### src/rtl/uart_msg_arbiter_if.sv
// Producer-side and msg_disasm-side signals of the UART message arbiter.
// master: the arbiter drives acks, out_msg/out_req, busy and the counter; slave: the surrounding logic.
interface uart_msg_arbiter_if #(
    parameter int NUM_SRC   = 2,
    parameter int MSG_WIDTH = 32,
    parameter int CNT_WIDTH = 16
);
    logic [NUM_SRC-1:0]           src_valid;
    logic [NUM_SRC*MSG_WIDTH-1:0] src_msg;
    logic [NUM_SRC-1:0]           src_ack;
    logic                         out_ready;
    logic [MSG_WIDTH-1:0]         out_msg;
    logic                         out_req;
    logic                         busy;
    logic [CNT_WIDTH-1:0]         msgs_sent;

    modport master (
        input  src_valid, src_msg, out_ready,
        output src_ack, out_msg, out_req, busy, msgs_sent
    );

    modport slave (
        output src_valid, src_msg, out_ready,
        input  src_ack, out_msg, out_req, busy, msgs_sent
    );
endinterface

### src/rtl/uart_msg_arbiter.sv
// Round-robin arbiter sharing the msg_disasm input among NUM_SRC producers via a one-deep holding register.
// Latency: valid->ack 1 cycle, valid->out_req 2 cycles; out_ready low stalls in ISSUE with out_msg held.
module uart_msg_arbiter #(
    parameter int NUM_SRC   = 2,
    parameter int MSG_WIDTH = 32,
    parameter int CNT_WIDTH = 16
) (
    input logic                clk,
    input logic                reset,
    uart_msg_arbiter_if.master bus
);
    localparam int GW = (NUM_SRC > 1) ? $clog2(NUM_SRC) : 1;

    typedef enum logic [1:0] {IDLE, ISSUE, HOLD} state_t;

    state_t               state;
    state_t               state_nxt;
    logic [GW-1:0]        last_grant;
    logic [GW-1:0]        cand;
    logic [GW-1:0]        grant_idx;
    logic                 grant_vld;
    logic [NUM_SRC-1:0]   ack_nxt;
    logic                 req_nxt;
    logic [NUM_SRC-1:0]   src_ack_q;
    logic                 out_req_q;
    logic [MSG_WIDTH-1:0] out_msg_q;
    logic [CNT_WIDTH-1:0] msgs_sent_q;

    // Search starts just past the previous winner, so simultaneous requesters rotate.
    always_comb begin
        grant_vld = 1'b0;
        grant_idx = '0;
        cand      = '0;
        for (int k = 1; k <= NUM_SRC; k++) begin
            cand = GW'((int'(last_grant) + k) % NUM_SRC);
            if (!grant_vld && bus.src_valid[cand]) begin
                grant_vld = 1'b1;
                grant_idx = cand;
            end
        end
    end

    always_comb begin
        state_nxt = state;
        ack_nxt   = '0;
        req_nxt   = 1'b0;
        case (state)
            IDLE: begin
                if (grant_vld) begin
                    ack_nxt[grant_idx] = 1'b1;
                    state_nxt          = ISSUE;
                end
            end
            ISSUE: begin
                if (bus.out_ready) begin
                    req_nxt   = 1'b1;
                    state_nxt = HOLD;
                end
            end
            HOLD:    state_nxt = IDLE;
            default: state_nxt = IDLE;
        endcase
    end

    always_ff @(posedge clk or posedge reset) begin
        if (reset) begin
            state <= IDLE;
        end else begin
            state <= state_nxt;
        end
    end

    always_ff @(posedge clk or posedge reset) begin
        if (reset) begin
            src_ack_q   <= '0;
            out_req_q   <= 1'b0;
            out_msg_q   <= '0;
            msgs_sent_q <= '0;
            last_grant  <= GW'(NUM_SRC - 1);
        end else begin
            src_ack_q <= ack_nxt;
            out_req_q <= req_nxt;
            if (|ack_nxt) begin
                out_msg_q  <= bus.src_msg[int'(grant_idx) * MSG_WIDTH +: MSG_WIDTH];
                last_grant <= grant_idx;
            end
            // Counter sticks at all-ones rather than wrapping.
            if (req_nxt && (msgs_sent_q != '1)) begin
                msgs_sent_q <= msgs_sent_q + CNT_WIDTH'(1);
            end
        end
    end

    assign bus.src_ack   = src_ack_q;
    assign bus.out_req   = out_req_q;
    assign bus.out_msg   = out_msg_q;
    assign bus.msgs_sent = msgs_sent_q;
    assign bus.busy      = (state != IDLE);
endmodule

### src/flat_wrapper.sv
// flat-port wrapper written by rule: the top's interface ports become plain ports
module uart_msg_arbiter_flat 
#(
    parameter int NUM_SRC   = 2,
    parameter int MSG_WIDTH = 32,
    parameter int CNT_WIDTH = 16
)
  (clk, reset, bus_src_valid, bus_src_msg, bus_out_ready, bus_src_ack, bus_out_msg, bus_out_req, bus_busy, bus_msgs_sent);
  uart_msg_arbiter_if #(.NUM_SRC(NUM_SRC), .MSG_WIDTH(MSG_WIDTH), .CNT_WIDTH(CNT_WIDTH)) bus_i ();
  input logic clk;
  input logic reset;
  input wire logic [$bits(bus_i.src_valid)-1:0] bus_src_valid;
  input wire logic [$bits(bus_i.src_msg)-1:0] bus_src_msg;
  input wire logic [$bits(bus_i.out_ready)-1:0] bus_out_ready;
  output wire logic [$bits(bus_i.src_ack)-1:0] bus_src_ack;
  output wire logic [$bits(bus_i.out_msg)-1:0] bus_out_msg;
  output wire logic [$bits(bus_i.out_req)-1:0] bus_out_req;
  output wire logic [$bits(bus_i.busy)-1:0] bus_busy;
  output wire logic [$bits(bus_i.msgs_sent)-1:0] bus_msgs_sent;
  assign bus_i.src_valid = bus_src_valid;
  assign bus_i.src_msg = bus_src_msg;
  assign bus_i.out_ready = bus_out_ready;
  assign bus_src_ack = bus_i.src_ack;
  assign bus_out_msg = bus_i.out_msg;
  assign bus_out_req = bus_i.out_req;
  assign bus_busy = bus_i.busy;
  assign bus_msgs_sent = bus_i.msgs_sent;
  uart_msg_arbiter #(.NUM_SRC(NUM_SRC), .MSG_WIDTH(MSG_WIDTH), .CNT_WIDTH(CNT_WIDTH)) u_core (.clk(clk), .reset(reset), .bus(bus_i));
endmodule
### config.mk
export PLATFORM = sky130hd
export DESIGN_NAME = uart_msg_arbiter_flat
export DESIGN_NICKNAME = d
export VERILOG_FILES = /design/src/rtl/uart_msg_arbiter_if.sv /design/src/rtl/uart_msg_arbiter.sv /design/src/flat_wrapper.sv
export SDC_FILE = /design/constraint.sdc
export NUM_CORES = 1
export LEC_CHECK = 0
export CAP_MARGIN = 15
export CORE_UTILIZATION = 45
export CTS_BUF_LIST = sky130_fd_sc_hd__clkbuf_8
export DETAILED_ROUTE_END_ITERATION = 10
export PLACE_DENSITY = 0.88
export SYNTH_ARGS = -nofsm -noshare
export SYNTH_HDL_FRONTEND = slang
export SYNTH_SLANG_ARGS = --single-unit
### constraint.sdc
create_clock -name clk -period 3.8 [get_ports clk]
set_input_delay 0.95 -clock clk [delete_from_list [all_inputs] [get_ports clk]]
set_output_delay 0.95 -clock clk [all_outputs]
set_load 0.01 [all_outputs]
## Word-level counts from Yosys, hierarchy flattened

Index checks and enable logic that the tools add are counted.

- Register bits: 54
- Bits in latches: 0
- Memory bits (writable): 0
- Bits in read-only memories: 0
- Input bits: 69
- Output and inout port bits: 52
- Logic and storage cells: 43
- Memories: 0

- Add/subtract/negate cells: 3
- Multipliers: 0
- Div/mod/pow operators: 0
- $lt $le $gt $ge: 4
- Equal/unequal tests: 4
- Shifts and indexed selects: 1
- Multiplexer cells: 17
- Bitwise operators: 0
- Reduce and logical (&&, ||, !) cells: 8

Operator list:

| cell | count |
|---|---|
| $shiftx 64x7->32 | 1 |
| $add 16x1->16 const B | 1 |
| $ne 16x16->1 const B | 1 |
| $mux 1 | 11 |
| $mux 2 | 4 |
| $lt 1x2->1 const B | 3 |
| $pmux 2 s2 | 1 |
| $logic_and 1x1->1 | 3 |
| $add 1x1->1 const B | 2 |
| $eq 2x1->1 const B | 1 |
| $logic_not 2->1 | 1 |
| $ne 2x1->1 const B | 1 |
| $ne 2x2->1 const B | 1 |
| $reduce_and 2->1 | 1 |
| $reduce_bool 2->1 | 1 |
| $reduce_or 2->1 | 1 |
| $demux 1 s1 | 1 |
| $ge 1x1->1 const B | 1 |
| $logic_not 1->1 | 1 |

## Longest topological paths before layout

Gate-level depths: netlist of the first run.

- Word-level depth: 14
- Depth in mapped cells: 6
- Depth with buffers taken out: 5

## Worst setup path after synthesis of the first run

OpenSTA, ideal clock, no wires.

- Path type: in2reg
- Start point: input bus_out_ready
- End point: register u_core.msgs_sent_q[15], in the netlist u_core.bus.msgs_sent[15]
- Setup time: 0.127 ns
- Arrival time: 2.029 ns
- Data required time: 3.673 ns
- Slack: 1.644 ns
- Stages: 4
- Path buffers: 0
- Cells stage by stage: nand3b_4 > or4b_4 > nor2_2 > mux2_1

- Word-level cells in the longest chain between the ends: 3

RTL lines:

| element | RTL line | text |
|---|---|---|
| start, declared | flat_wrapper.sv:14 | `input wire logic [$bits(bus_i.out_ready)-1:0] bus_out_ready;` |
| $mux 1 | uart_msg_arbiter.sv:55 | `if (bus.out_ready) begin` |
| $mux 1 | uart_msg_arbiter.sv:47 | `case (state)` |
| $logic_and 1x1->1 | uart_msg_arbiter.sv:88 | `if (req_nxt && (msgs_sent_q != '1)) begin` |
| end signal, assigned | uart_msg_arbiter.sv:89 | `msgs_sent_q <= msgs_sent_q + CNT_WIDTH'(1);` |
| end, declared | uart_msg_arbiter.sv:27 | `logic [CNT_WIDTH-1:0] msgs_sent_q;` |

Every way passes these cells.
A chain may end at the register's enable or synchronous reset.

## Final worst setup path of the first run

- Start point: register u_core.state[0]
- End point: output bus_busy

- Word-level cells in the longest chain between the ends: 1

RTL lines:

| element | RTL line | text |
|---|---|---|
| start, declared | uart_msg_arbiter.sv:16 | `state_t state;` |
| start signal, assigned | uart_msg_arbiter.sv:69 | `state <= state_nxt;` |
| $reduce_bool 2->1 | uart_msg_arbiter.sv:98 | `assign bus.busy = (state != IDLE);` |
| end, declared | flat_wrapper.sv:18 | `output wire logic [$bits(bus_i.busy)-1:0] bus_busy;` |

Every way passes these cells.

==> results of run 1 <==
-- worst max-delay path, cell delays in order, from the launching register on --
cell	delay (ns)
dfrtp_1	0.44
or2_2	0.33
clkdlybuf4s50_1	0.52
-- layout make-up --
| class | instances | area (µm²) |
|---|---|---|
| Tap cell | 70 | 87.6 |
| Clock buffer | 5 | 68.8 |
| Sequential cell | 54 | 1350 |
| Timing Repair Buffer | 125 | 1250 |
| Multi-Input combinational cell | 159 | 1020 |
| Clock inverter | 3 | 40.0 |
| Fill cell | 348 | 1340 |
| Inverter | 3 | 11.3 |
-- how the worst max path moves through the flow --
stage / start / end / slack (ns) / depth (start not counted)
finish: u_core.state[0] / bus_busy / 1.26 / 2
global route: u_core.state[0] / bus_busy / 1.20 / 2
floorplan: reset / u_core.bus.msgs_sent[0] / 1.54 / 1
detailed placement: bus_out_ready / u_core.bus.msgs_sent[15] / 1.03 / 5
global placement: bus_out_ready / u_core.bus.msgs_sent[15] / 1.06 / 5
CTS: u_core.state[0] / bus_busy / 1.27 / 2
-- cells in the final DEF, fill, tap and decap left out, types with 2 or more instances in the layout --
cell type	count
and3_1	3
buf_4	4
clkbuf_8	5
clkdlybuf4s50_1	120
clkinv_2	2
dfrtp_1	53
inv_1	2
mux2i_1	14
nand2_1	38
nand3_1	5
nand4_1	4
nor2_1	5
nor2_2	2
nor3_1	4
nor4_1	2
o21ai_0	34
o22ai_1	18
xnor2_1	3
xor2_1	10
-- state kept, by name, summed over array words and instances (netlist names) --
name,flops
u_core.bus.out_msg,32
u_core.bus.src_ack,2
u_core.bus.out_req,1
u_core.state,2
u_core.bus.msgs_sent,16
u_core.last_grant,1
-- stage by stage --
stage | instance area, µm² | total power (µW) | utilization | cells | setup WS [ns]
final | 3840 | 2390 | 0.742 | 419 | 1.26
after global routing | 3840 | 2560 | 0.742 | 419 | 1.20
after CTS | 3840 | 2420 | 0.742 | 419 | 1.27
after detailed placement | 3730 | 2040 | 0.721 | 411 | 1.03
after global placement | 3730 | 1990 | 0.721 | 411 | 1.06
after floorplan | 2430 | 1410 | - | 229 | 1.54
-- power groups by stage --
stage,sequential (µW),clock (µW),combinational (µW)
after detailed placement,946,0,1090
after global placement,931,0,1060
final,936,373,1080
after floorplan,1030,0,388
after CTS,935,386,1090
after global routing,965,406,1190
-- layer usage --
metal / global-route usage / vias up / share of wire / wire (µm)
met2: 0.401 / 87 / 0.50 / 3140
met4: 0.0720 / 0 / 0.012 / 74
li1: - / 1045 / - / -
met3: 0.0556 / 8 / 0.086 / 539
met5: 0 / - / 0 / 0
met1: 0.278 / 1014 / 0.40 / 2540
-- cells by family after synthesis --
logic type	Yosys count	synth area share
mux	17	0.0730
compound gates	55	0.126
flops	54	0.555
xor+xnor	13	0.0468
buf+inv	16	0.0283
fa+ha+maj	1	0.00514
simple gates	73	0.165
==> flow_metrics.tcl, run 1 <==
set metrics [dict create \
    status "completed" \
    hold_end "u_core.bus.out_msg[8]" \
    syn_nets 299 \
    worstPathMaxFanout 3 \
    worstSetupStartpointType "flop" \
    seqPwrFrac 0.391 \
    synth.distinct_cells 35 \
    yosys_warnings 0 \
    diodes 0 \
    vdd_drop_max_mv 0.412 \
    r2r-end "u_core.bus.msgs_sent[10]" \
    rows 26 \
    cts-root-buf "clkbuf_8" \
    worstMarginPinSlew_ns 0.745 \
    synth_commonest_cells "dfrtp_1 (53), nand2_1 (38), o21ai_0 (34)" \
    drv_cap 0 \
    cts_buffer_depth 2 \
    clk_pin_slew_ns 0.09 \
    cts_tree "done" \
    setup_viol 0 \
    holdWs_ns 0.485 \
    post_cts.repair.setup_buffers 0 \
    synth_area_leaders "dfrtp_1 (54%), o21ai_0 (7.0%), nand2_1 (5.9%)" \
    cts_buffers 5 \
    period_share 0.670 \
    layout-drive-gt1-share 0.0802 \
    ios 121 \
    coreArea_um2 5170 \
    vias_per_cell 5.14 \
    final_antenna_net_count 0 \
    gp_congestion 0.904 \
    hp-class "flop to flop" \
    min_path_cells 2 \
    grt_usage 0.228 \
    finalHoldViolations 0 \
    post_cts_resized 0 \
    worstSetupPathType "flop to output port" \
    antenna_found_initial 0 \
    initial_utilization 0.471 \
    dr.pass1.iters 4 \
    ys.flop_type "dfrtp_1" \
    drc 0 \
    netSwitchingFraction 0.339 \
    initialDrtViolationCount 93 \
    cp-end-kind "output port" \
    grt_max_degree 37 \
    yosysMostFrequentCell "dfrtp_1" \
    yosys.area.top_type "dfrtp_1" \
    ys_seq_area_frac 0.555 \
    chipHeight_um 75.6 \
    reg2reg_from "u_core.bus.msgs_sent[0]" \
    slew_headroom 0.502 \
    reg2reg_slack_ns 1.95 \
    rsz0062_at_grt "no" \
    place_hpwl_mm 4.81 \
    min_period_ns 2.54 \
    required_ns 2.85 \
    htreeDepth 2 \
    worstRegToRegCells 5 \
    grt_pass1_wl_mm 9.56 \
    clkSinkCount 54 \
    pwr-share-clk 0.156 \
    routedWlPerCell_um 15.0 \
    async_reset_ff_frac 1.00 \
    power_density_nw_per_um2 624 \
    insertion_delay_ns 0.30 \
    drv_slew 0 \
    switchingPower_uw 811 \
    vias 2154 \
    routed_wl_mm 6.29 \
    die_w_um 75.6 \
    intPower_uw 1580 \
    grt_pass1_vias 1993 \
    syn_area_per_cell_um2 10.6 \
    p_comb_frac 0.453 \
    io_buffers 120 \
    fmax_mhz 393 \
    setup-tns-final_ns 0 \
    ctsHoldBuffers 0 \
    finClkSkew_ns 0.00512 \
    crit_arrival_ns 1.59 \
    p_leak_uw 0.00173 \
    synth-edff-count 0 \
    netlist_area_um2 2430 \
    final_nets 418 \
    synth_top_area_share 0.545 \
    hold_start "u_core.bus.out_msg[8]" \
    die_area_um2 5710 \
    overflow 0 \
    netlist_instances 229 \
    syn2layout_area_growth_pct 57.6 \
    ys_ff_latch 54 \
]
Note: power is estimated with default switching activity, not from simulation.
==> inputs of run 2 (changes only) <==
--- a/config.mk
+++ b/config.mk
@@ -6,10 +6,10 @@
 export NUM_CORES = 1
 export LEC_CHECK = 0
 export CAP_MARGIN = 15
-export CORE_UTILIZATION = 45
+export CORE_UTILIZATION = 41
 export CTS_BUF_LIST = sky130_fd_sc_hd__clkbuf_8
 export DETAILED_ROUTE_END_ITERATION = 10
-export PLACE_DENSITY = 0.88
+export PLACE_DENSITY = 0.82
 export SYNTH_ARGS = -nofsm -noshare
 export SYNTH_HDL_FRONTEND = slang
 export SYNTH_SLANG_ARGS = --single-unit
==> constraint.sdc (replaced) <==
create_clock -name clk -period 2.45 [get_ports clk]
set_input_delay 0.6125 -clock clk [delete_from_list [all_inputs] [get_ports clk]]
set_output_delay 0.6125 -clock clk [all_outputs]
set_load 0.01 [all_outputs]
==> flow_metrics.tcl, run 2 (synthesized netlist as in run 1, its figures left out) <==
set metrics [dict create \
    status "completed" \
    wl_met2_mm 2.86 \
    clkSinkCount 54 \
    setup_viol 0 \
    routedWlPerCell_um 14.1 \
    clk_pin_slew_ns 0.09 \
    grt_pass1_vias 2060 \
    final_nets 421 \
    vias 2127 \
    worstMarginPinSlew_ns 0.472 \
    fmax_mhz 462 \
    layout_commonest_cell "clkdlybuf4s50_1" \
    ios 121 \
    routed_wl_mm 5.97 \
    io_buffers 120 \
    grt_max_degree 55 \
    coreArea_um2 5610 \
    antenna_found_initial 0 \
    dr.pass1.iters 4 \
    multiInputGateArea_um2 1020 \
    routed-wl-met3_um 402 \
    path_cells "or2_2, clkdlybuf4s50_1" \
    drv_cap 0 \
    ctsHoldBuffers 0 \
    cts-root-buf "clkbuf_8" \
    grt_pass1_wl_mm 9.77 \
    overflow 0 \
    syn2layout_area_growth_pct 58.9 \
    period_share 0.884 \
    layout-drive-gt1-share 0.0852 \
    diodes 0 \
    cts_tree "done" \
    vdd_drop_max_mv 0.541 \
    worstSetupPathType "flop to output port" \
    grt_usage 0.203 \
    initialDrtViolationCount 76 \
    worstSetupStartpointType "flop" \
    drv_slew 0 \
    cts_buffer_depth 2 \
    p_leak_uw 0.00175 \
    cp-end-kind "output port" \
    power_uw 3640 \
    die_w_um 79.1 \
    gp_congestion 0.806 \
    finalHoldViolations 0 \
    slowest_delay_ns 0.50 \
    place_hpwl_mm 4.53 \
    fillerInstances 455 \
    ff_latch_area_um2 1350 \
    insertion_delay_ns 0.30 \
    largest_reg_flops 32 \
    die_area_um2 6250 \
    most-common-layout-cells "clkdlybuf4s50_1 (120), dfrtp_1 (53), nand2_1 (38)" \
    drc 0 \
    wl_met1_mm 2.61 \
    rows 27 \
    required_ns 1.84 \
    min_period_ns 2.17 \
    final_antenna_net_count 0 \
    top_layer_used "met4" \
    worstPathMaxFanout 3 \
    post_cts_resized 0 \
    rsz0062_at_grt "no" \
    setup-tns-final_ns 0 \
    worst_path_max_delay_cell "clkdlybuf4s50_1" \
    vias_per_cell 5.02 \
    initial_utilization 0.434 \
    hp-class "flop to flop" \
    crit_family "buffers and inverters" \
    chipHeight_um 79.1 \
    finClkSkew_ns 0.00335 \
    slew_headroom 0.683 \
    cts_buffers 5 \
    post_cts.repair.setup_buffers 0 \
    crit_arrival_ns 1.55 \
    worst-path-buf-inv 1 \
    power_density_nw_per_um2 941 \
    htreeDepth 2 \
]
[run 2: changes by cell type in the layout (fill, tap and decap cells not counted)]
cell	change
buf_4	+1
bufinv_16	-1
inv_1	+1
buf_12	+2
clkinv_2	-1
clkbuf_8	+1
[run 2: worst register-to-register path, delay by kind of cell, from the launching register on]
kind / cells / cell delay [ns]
and+or+nand+nor: 3 / 0.93
muxes: 1 / 0.33
DFF: 1 / 0.47
[run 2: per-layer routing]
layer,track usage,vias to the layer above
met5,0,-
met4,0.0709,0
met3,0.0471,10
met2,0.341,81
met1,0.257,983
li1,-,1053
[run 2: through the flow]
stage	hold slack, ns	cell area (µm²)	cells	utilization	setup WS [ns]
after global routing	0.507	3870	424	0.690	0.237
after detailed placement	0.469	3780	416	0.674	0.0629
after CTS	0.491	3870	424	0.690	0.255
final	0.485	3870	424	0.690	0.283
after global placement	0.460	3780	416	0.674	0.126
after floorplan	0.494	2430	229	-	0.525
[run 2: final timing paths]
kind                                         start                        to  slack (ns)  depth (start not counted)
min in group asynchronous                    reset    u_core.bus.out_msg[27]        0.68                          3
setup reg to reg           u_core.bus.msgs_sent[2]  u_core.bus.msgs_sent[15]        0.62                          4
max in group asynchronous                    reset         u_core.last_grant        1.48                          3
setup / recovery                   u_core.state[0]                  bus_busy        0.28                          2
hold reg to reg             u_core.bus.out_msg[30]    u_core.bus.out_msg[30]        0.48                          2
hold / removal              u_core.bus.out_msg[30]    u_core.bus.out_msg[30]        0.48                          2
[run 2: area by class of cell]
type,instances,share of cell area
Sequential cell,54,0.350
Timing Repair Buffer,128,0.336
Multi-Input combinational cell,159,0.265
Tap cell,72,0.0233
Clock buffer,6,0.0213
Inverter,3,0.00291
Clock inverter,2,0.00226
[run 2: report_power, final]
part,leakage [µW],internal [µW],total (µW),switching (µW)
sequential,0.000685,1230,1440,210
clock,0.0000524,224,496,271
combinational,0.00101,952,1710,753
total,0.00175,2410,3640,1230
